<file path="config.mk">
export PLATFORM = sky130hd
export DESIGN_NAME = mem_arbiter_flat
export DESIGN_NICKNAME = d
export VERILOG_FILES = /design/src/rtl/mem_arbiter_if.sv /design/src/rtl/mem_arbiter.sv /design/src/flat_wrapper.sv
export SDC_FILE = /design/constraint.sdc
export NUM_CORES = 1
export LEC_CHECK = 0
export ABC_AREA = 1
export CAP_MARGIN = 20
export CORE_MARGIN = 4
export CORE_UTILIZATION = 35
export CTS_CLUSTER_SIZE = 25
export DETAILED_ROUTE_END_ITERATION = 8
export GPL_ROUTABILITY_DRIVEN = 0
export PLACE_DENSITY = 0.59
export SYNTH_ARGS = -nofsm -noshare
export SYNTH_HDL_FRONTEND = slang
export SYNTH_SLANG_ARGS = --single-unit
</file>
<file path="constraint.sdc">
create_clock -name clock -period 2.08 [get_ports clock]
set_input_delay 0.416 -clock clock [delete_from_list [all_inputs] [get_ports clock]]
set_output_delay 0.416 -clock clock [all_outputs]
set_load 0.01 [all_outputs]
</file>
<file path="src/rtl/mem_arbiter_if.sv">
// Request/response bundle used for both core-side ports and the external memory port.
// master issues requests and consumes responses; slave is the responding end.
interface mem_arbiter_if;
  logic        valid;
  logic        instr;
  logic [31:0] addr;
  logic [31:0] wdata;
  logic [3:0]  wstrb;
  logic [31:0] rdata;
  logic        ready;

  modport master (output valid, instr, addr, wdata, wstrb, input  rdata, ready);
  modport slave  (input  valid, instr, addr, wdata, wstrb, output rdata, ready);
endinterface

</file>
<file path="src/rtl/mem_arbiter.sv">
// Two-into-one memory arbiter: merges the core's imem/dmem ports onto one memory port with a
// single outstanding transaction. Define MEM_ARBITER_ROUND_ROBIN_EN for round-robin ties.
module mem_arbiter (
  input  logic          clock,
  input  logic          reset,
  mem_arbiter_if.slave  imem,
  mem_arbiter_if.slave  dmem,
  mem_arbiter_if.master mem
);

  typedef enum logic [1:0] {
    IDLE,
    BUSY_I,
    BUSY_D
  } state_e;

  typedef struct packed {
    logic        valid;
    logic        instr;
    logic [31:0] addr;
    logic [31:0] wdata;
    logic [3:0]  wstrb;
  } req_t;

  state_e state_q, state_d;
  req_t   pend_i_q, pend_i_d;
  req_t   pend_d_q, pend_d_d;
  req_t   issue_q, issue_d;
  req_t   in_i, in_d;
  req_t   cand_i, cand_d;
  logic   take_i, take_d;
  logic   arb_en;
  logic   pick_i;
  logic   grant_i, grant_d;
  logic   resp_i, resp_d;

  assign in_i = '{valid: imem.valid, instr: imem.instr, addr: imem.addr,
                  wdata: imem.wdata, wstrb: imem.wstrb};
  assign in_d = '{valid: dmem.valid, instr: dmem.instr, addr: dmem.addr,
                  wdata: dmem.wdata, wstrb: dmem.wstrb};

  // A port whose response returns this cycle is no longer in flight, so it may re-request now.
  assign take_i = in_i.valid && !pend_i_q.valid && !((state_q == BUSY_I) && !mem.ready);
  assign take_d = in_d.valid && !pend_d_q.valid && !((state_q == BUSY_D) && !mem.ready);

  assign arb_en = (state_q == IDLE) || mem.ready;

  always_comb begin
    // NOTE: every signal written here gets a default first, so no path can infer a latch.
    cand_i       = pend_i_q.valid ? pend_i_q : in_i;
    cand_i.valid = pend_i_q.valid || take_i;
    cand_d       = pend_d_q.valid ? pend_d_q : in_d;
    cand_d.valid = pend_d_q.valid || take_d;
  end

`ifdef MEM_ARBITER_ROUND_ROBIN_EN
  logic last_d_q, last_d_d;

  assign pick_i = cand_i.valid && (!cand_d.valid || last_d_q);

  always_comb begin
    last_d_d = last_d_q;
    if (grant_i)      last_d_d = 1'b0;
    else if (grant_d) last_d_d = 1'b1;
  end

  always_ff @(posedge clock) begin
    if (reset) last_d_q <= 1'b1;
    else       last_d_q <= last_d_d;
  end
`else
  assign pick_i = cand_i.valid && !cand_d.valid;
`endif

  assign grant_i = arb_en && pick_i;
  assign grant_d = arb_en && cand_d.valid && !pick_i;

  always_comb begin
    state_d       = state_q;
    pend_i_d      = pend_i_q;
    pend_d_d      = pend_d_q;
    issue_d       = issue_q;
    issue_d.valid = 1'b0;

    if (take_i) pend_i_d = in_i;
    if (take_d) pend_d_d = in_d;

    if (grant_i) begin
      pend_i_d = '0;
      issue_d  = cand_i;
      state_d  = BUSY_I;
    end else if (grant_d) begin
      pend_d_d = '0;
      issue_d  = cand_d;
      state_d  = BUSY_D;
    end else if (arb_en) begin
      state_d  = IDLE;
    end
  end

  always_ff @(posedge clock) begin
    if (reset) begin
      // NOTE: payload registers are reset along with the valid bits because mem_* must read 0.
      state_q  <= IDLE;
      pend_i_q <= '0;
      pend_d_q <= '0;
      issue_q  <= '0;
    end else begin
      // NOTE: non-blocking assignments so every register samples the pre-edge values.
      state_q  <= state_d;
      pend_i_q <= pend_i_d;
      pend_d_q <= pend_d_d;
      issue_q  <= issue_d;
    end
  end

  // Responses route to the owner of the outstanding transaction; stray mem_ready in IDLE is dropped.
  assign resp_i = (state_q == BUSY_I) && mem.ready;
  assign resp_d = (state_q == BUSY_D) && mem.ready;

  assign imem.ready = resp_i;
  assign imem.rdata = resp_i ? mem.rdata : 32'h0;
  assign dmem.ready = resp_d;
  assign dmem.rdata = resp_d ? mem.rdata : 32'h0;

  assign mem.valid = issue_q.valid;
  assign mem.instr = issue_q.instr;
  assign mem.addr  = issue_q.addr;
  assign mem.wdata = issue_q.wdata;
  assign mem.wstrb = issue_q.wstrb;

  a_one_grant : assert property (@(posedge clock) disable iff (reset) !(grant_i && grant_d));
  a_valid_busy : assert property (@(posedge clock) disable iff (reset)
                                  mem.valid |-> (state_q != IDLE));

endmodule
</file>
<file path="src/flat_wrapper.sv">
// flat-port wrapper written by rule: the top's interface ports become plain ports
module mem_arbiter_flat 
  (clock, reset, imem_valid, imem_instr, imem_addr, imem_wdata, imem_wstrb, imem_rdata, imem_ready, dmem_valid, dmem_instr, dmem_addr, dmem_wdata, dmem_wstrb, dmem_rdata, dmem_ready, mem_valid, mem_instr, mem_addr, mem_wdata, mem_wstrb, mem_rdata, mem_ready);
  mem_arbiter_if imem_i ();
  mem_arbiter_if dmem_i ();
  mem_arbiter_if mem_i ();
  input  logic clock;
  input  logic reset;
  input wire logic [$bits(imem_i.valid)-1:0] imem_valid;
  input wire logic [$bits(imem_i.instr)-1:0] imem_instr;
  input wire logic [$bits(imem_i.addr)-1:0] imem_addr;
  input wire logic [$bits(imem_i.wdata)-1:0] imem_wdata;
  input wire logic [$bits(imem_i.wstrb)-1:0] imem_wstrb;
  output wire logic [$bits(imem_i.rdata)-1:0] imem_rdata;
  output wire logic [$bits(imem_i.ready)-1:0] imem_ready;
  input wire logic [$bits(dmem_i.valid)-1:0] dmem_valid;
  input wire logic [$bits(dmem_i.instr)-1:0] dmem_instr;
  input wire logic [$bits(dmem_i.addr)-1:0] dmem_addr;
  input wire logic [$bits(dmem_i.wdata)-1:0] dmem_wdata;
  input wire logic [$bits(dmem_i.wstrb)-1:0] dmem_wstrb;
  output wire logic [$bits(dmem_i.rdata)-1:0] dmem_rdata;
  output wire logic [$bits(dmem_i.ready)-1:0] dmem_ready;
  output wire logic [$bits(mem_i.valid)-1:0] mem_valid;
  output wire logic [$bits(mem_i.instr)-1:0] mem_instr;
  output wire logic [$bits(mem_i.addr)-1:0] mem_addr;
  output wire logic [$bits(mem_i.wdata)-1:0] mem_wdata;
  output wire logic [$bits(mem_i.wstrb)-1:0] mem_wstrb;
  input wire logic [$bits(mem_i.rdata)-1:0] mem_rdata;
  input wire logic [$bits(mem_i.ready)-1:0] mem_ready;
  assign imem_i.valid = imem_valid;
  assign imem_i.instr = imem_instr;
  assign imem_i.addr = imem_addr;
  assign imem_i.wdata = imem_wdata;
  assign imem_i.wstrb = imem_wstrb;
  assign imem_rdata = imem_i.rdata;
  assign imem_ready = imem_i.ready;
  assign dmem_i.valid = dmem_valid;
  assign dmem_i.instr = dmem_instr;
  assign dmem_i.addr = dmem_addr;
  assign dmem_i.wdata = dmem_wdata;
  assign dmem_i.wstrb = dmem_wstrb;
  assign dmem_rdata = dmem_i.rdata;
  assign dmem_ready = dmem_i.ready;
  assign mem_valid = mem_i.valid;
  assign mem_instr = mem_i.instr;
  assign mem_addr = mem_i.addr;
  assign mem_wdata = mem_i.wdata;
  assign mem_wstrb = mem_i.wstrb;
  assign mem_i.rdata = mem_rdata;
  assign mem_i.ready = mem_ready;
  mem_arbiter u_core (.clock(clock), .reset(reset), .imem(imem_i), .dmem(dmem_i), .mem(mem_i));
endmodule
</file>
-- Word level (Yosys, flattened, before mapping)
Cells that the tools add are included.
- bits in registers: 212
- output and inout port bits: 136
- logic and storage cells: 58
- equality and inequality tests: 2
- mux-type cells: 12
- reductions and logical operators: 27
- operators by type and width (kind ; count):
    70-bit 2-to-1 mux ; 5
    69-bit 2-to-1 mux ; 2
    32-bit 2-to-1 mux ; 2
    1-bit logical AND ; 12
    1-bit zero test ; 7
    2-bit 2-to-1 mux ; 2
    2-bit nonzero test ; 2
    1-bit logical OR ; 3
    3-bit nonzero test ; 1
    2-bit by 1-bit == test with 1-bit output, second input constant ; 1
    2-bit == test, second input constant ; 1
    2-bit zero test ; 1
    2-bit OR reduction ; 1
    1-bit 2-to-1 mux ; 1

-- Depth between registers and ports, before layout
- depth in word-level cells: 11
- mapped depth: 12

-- Worst setup path after synthesis
No wires, ideal clock.
- path kind: input port to output port
- from: input mem_ready
- to: output dmem_rdata[10]
- data arrival time: 1.318 ns
- data required time: 1.664 ns
- slack: 0.346 ns
- stages: 5
- cell sequence: inv_2 nor3_1 inv_1 clkbuf_1 nor2_1
- word-level cells in the longest chain between the ends: 2
- RTL lines (element ; RTL line ; source):
    from (decl) ; flat_wrapper.sv:29 ; input wire logic [$bits(mem_i.ready)-1:0] mem_ready;
    1-bit logical AND ; mem_arbiter.sv:119 ; assign resp_d = (state_q == BUSY_D) && mem.ready;
    net dmem_ready ; flat_wrapper.sv:22 ; output wire logic [$bits(dmem_i.ready)-1:0] dmem_ready;
    32-bit 2-to-1 mux ; mem_arbiter.sv:124 ; assign dmem.rdata = resp_d ? mem.rdata : 32'h0;
    to (decl) ; flat_wrapper.sv:21 ; output wire logic [$bits(dmem_i.rdata)-1:0] dmem_rdata;
The timed path passes the listed nets, and every way through them passes these cells.

-- Worst setup path after layout
- from: register u_core.state_q[1]
- to: output dmem_rdata[27]
- word-level cells in the longest chain between the ends: 3
- RTL lines (element ; RTL line ; source):
    from (decl) ; mem_arbiter.sv:25 ; state_e state_q, state_d;
    from (signal assigned) ; mem_arbiter.sv:110 ; state_q <= state_d;
    2-bit == test ; mem_arbiter.sv:119 ;
    1-bit logical AND ; mem_arbiter.sv:119 ;
    32-bit 2-to-1 mux ; mem_arbiter.sv:124 ;
Every way passes these cells.

==> results.md <==
- LEAKAGE: 7.39 nW
- Syn Nets: about 1900
- #FFs+latches synth: 212
- MaxCap Viol Count: 0
- Final WS setup: -0.0174 ns
- Tot Pwr: about 13 mW
- # DRC: 0
- Detailed-route wire length per cell: ~17 um
- Clock Skew: between 0.01 and 0.015 ns
- Simple-gate share of the synthesized area: between 30% and 40%
- Root Buffer: clkbuf_16
- Port bufs: 310
- Slew @ Worst Pin: 0.456 ns
- Worst hold-check path type: flop to flop
- Crit-path max cell delay: 0.37 ns
- Most used cell, CP: inv_4
- Status: finished, violations left
- # hold bufs at CTS: 0
- Crit. End Element: output port
- Total GRT Usage: a little under a quarter
- Die H: 183 um
- DR vias: 12200
- Mux cell area share after synthesis: 0%
- Antenna Nets Post-Route: 0
- Max Freq: 0.477 GHz
- Initial antenna violation count: 4
- Multi-input gate area: around 5500 um^2
- Yosys warns: 0
- Rows: 63
- Mapped Avg Cell Area: 6.26 um^2
- Core area: 30000 um^2
- Pwr/cell area: 811 nW/um^2
- Total CTS buffers: 25
- Area Overhead vs Synth: 46.1%
- Critical Path RT: 1.66 ns
- Maximum net fanout on the critical path: 7
- Compound-Gate Fraction of Synth Area: 10.1%
- Crit path time final: 2.10 ns
- Die Span X: 183 um
- Final setup violation count: 4
- Final Cell Area: about 16000 um^2
- Largest family of logic cells by synthesized area: simple AND/OR/NAND/NOR gates
- Register area: 4260 um^2
- Die area: 33700 um^2
- Final Cycle Share: 101%
- IO Pins: 311
- CP top delay family: buffers and inverters
- Clock-pin slew on the worst setup and hold paths: 0.06 ns
- Final hold viol count: 0
- Relative slew slack: a little over two thirds
- Crit path arrival time: 1.68 ns
- Sequential-to-total area share from yosys stat: 39.4%
- Initial DRC Count: roughly 770
- Post-synthesis adder-cell area fraction: 0%
- Startpoint Class: flop
- Nets: 2178
- Final Max Slew Viols: 0
- Initial Util: 35.9%
- RSZ-0062 raised after global routing: yes
- CTS sink cnt: 212
- Number of distinct library cells after synthesis: 22
- First-pass DRT Iterations: 7
- DPL Wire Length: 28000 um
- Gr ovfl total: 0
- Share of layout cells above drive strength 1: approximately an eighth
- CTS H-tree depth: 1
- WHS: about 0.46 ns
- First-pass GRT wire length: 61900 um
- Mapped Cells: 1721
- Vias/cell: 5.06
- Maximum vdd drop: 0.000437 V
- Filler instances: around 2900
- Mapped cell area: around 11000 um^2
- Util after Layout: 52.4%
- Slowest cell on crit path: dfxtp_4
- TritonCTS clock tree: yes
- CTS Buffer Depth: 3
- Failing checks: negative setup slack
- Placed cell areas: 14700 um^2
- Largest net degree at the start of global routing: 56
- Worst skew pair latency: 0.52 ns
- DRT Wirelength: 41000 um
- Crit-path cells: inv_4 -> nor3_4 -> inv_4 -> clkbuf_16 -> nor2_1 -> buf_2
- Vias in the first global route: 11200
- Crit path buf inv count: 4
- Pre-CTS setup slack: -0.673 ns
- Post-synthesis xor/xnor area fraction: 0%
- CP Class: flop to output port
-- final timing paths --
path | slack, ns | cells after the start | from | endpoint
min | 0.46 | 2 | u_core.pend_d_q[68] | u_core.pend_d_q[68]
min reg2reg | 0.46 | 2 | u_core.pend_d_q[68] | u_core.pend_d_q[68]
max | -0.02 | 6 | u_core.state_q[1] | dmem_rdata[27]
max reg2reg | 0.31 | 10 | u_core.state_q[0] | u_core.mem.wdata[13]
-- cells in the final DEF, fill, tap and decap left out, types with 31 or more instances in the layout --
| cell | synthesis | routed |
|---|---|---|
| a21oi_1 | 114 | 114 |
| o21ai_0 | 97 | 97 |
| buf_12 | 0 | 31 |
| nor2_2 | 1 | 35 |
| nor2_1 | 183 | 130 |
| dfxtp_1 | 212 | 208 |
| buf_4 | 11 | 46 |
| nand2_1 | 504 | 502 |
| clkdlybuf4s50_1 | 0 | 243 |
| buf_2 | 52 | 45 |
| inv_1 | 178 | 175 |
| nand4_1 | 69 | 69 |
| nand3_1 | 205 | 205 |
-- layer usage --
metal  up-vias  GRT usage (%)  routed length, um
met5         -              0                 34
met3        77           4.95               3380
met2       473           39.0              19500
met4         6           6.29               1100
met1      5633           28.9              17000
li1       6026              -                  -
-- worst register-to-register path, stage by stage (launching register included) --
cell	delay, ns
dfxtp_4	0.38
inv_4	0.07
buf_4	0.11
buf_4	0.11
nand3_4	0.11
a21oi_4	0.25
buf_12	0.25
nand4_1	0.21
nand3_1	0.13
nand2_1	0.05
inv_1	0.06
-- repair_timing --
action                     in CTS  in global routing
cloned                          0                  4
setup endpoints to repair      66                 59
gates resized for setup       259                108
pin swaps                       2                  1
setup buffers                   1                  3
-- through the flow --
stage | std cells | TNS (ns)
final | 2413 | -0.0443
after global routing | 2411 | -4.36
after CTS | 2403 | -0.0102
after detailed placement | 2358 | -58.56
after global placement | 2358 | -56.54
after floorplan | 1721 | 0
-- cells in the mapped netlist --
| cell type | number | area, um^2 |
|---|---|---|
| a211oi_1 | 1 | 7.51 |
| a21oi_1 | 114 | 571 |
| a21oi_2 | 1 | 8.76 |
| buf_1 | 18 | 67.6 |
| buf_2 | 52 | 260 |
| buf_4 | 11 | 82.6 |
| buf_6 | 3 | 33.8 |
| clkbuf_1 | 52 | 195 |
| dfxtp_1 | 212 | 4240 |
| inv_1 | 178 | 668 |
| inv_2 | 8 | 30.0 |
| nand2_1 | 504 | 1890 |
| nand2_2 | 3 | 18.8 |
| nand2_4 | 2 | 22.5 |
| nand3_1 | 205 | 1030 |
| nand3_2 | 1 | 10.0 |
| nand4_1 | 69 | 432 |
| nor2_1 | 183 | 687 |
| nor2_2 | 1 | 6.26 |
| nor3_1 | 3 | 15.0 |
| o21ai_0 | 97 | 485 |
| o21ai_1 | 3 | 15.0 |
-- power breakdown --
part,total [mW],switching [mW],internal [mW]
clock,4.56,1.74,2.82
sequential,4.67,0.217,4.45
combinational,3.55,1.98,1.57
-- kinds of logic (layout without fill, tap and decap cells) --
logic type | after synthesis | in the layout
other | 0 | 3
AND/OR/NAND/NOR | 971 | 971
AO/OA/AOI/OAI | 216 | 216
buffers and inverters | 322 | 621
flip-flops | 212 | 212
-- sequential cells by signal, summed over array words and instances, names as in the netlist --
register          cells
u_core.pend_d_q      70
u_core.pend_i_q      70
u_core.mem.addr      32
u_core.mem.wdata     32
u_core.mem.wstrb      4
u_core.state_q        2
u_core.mem.instr      1
u_core.mem.valid      1
-- layout make-up --
cell class	instances	share of cell area, %
inverters	186	4.50
flip-flops and latches	212	27.0
well taps	390	3.10
clock buffers	37	4.70
repair buffers	391	25.1
diodes	3	0.0477
multi-input cells	1187	34.8
clock inverters	7	0.723
Power figures use the tool's default switching activity.
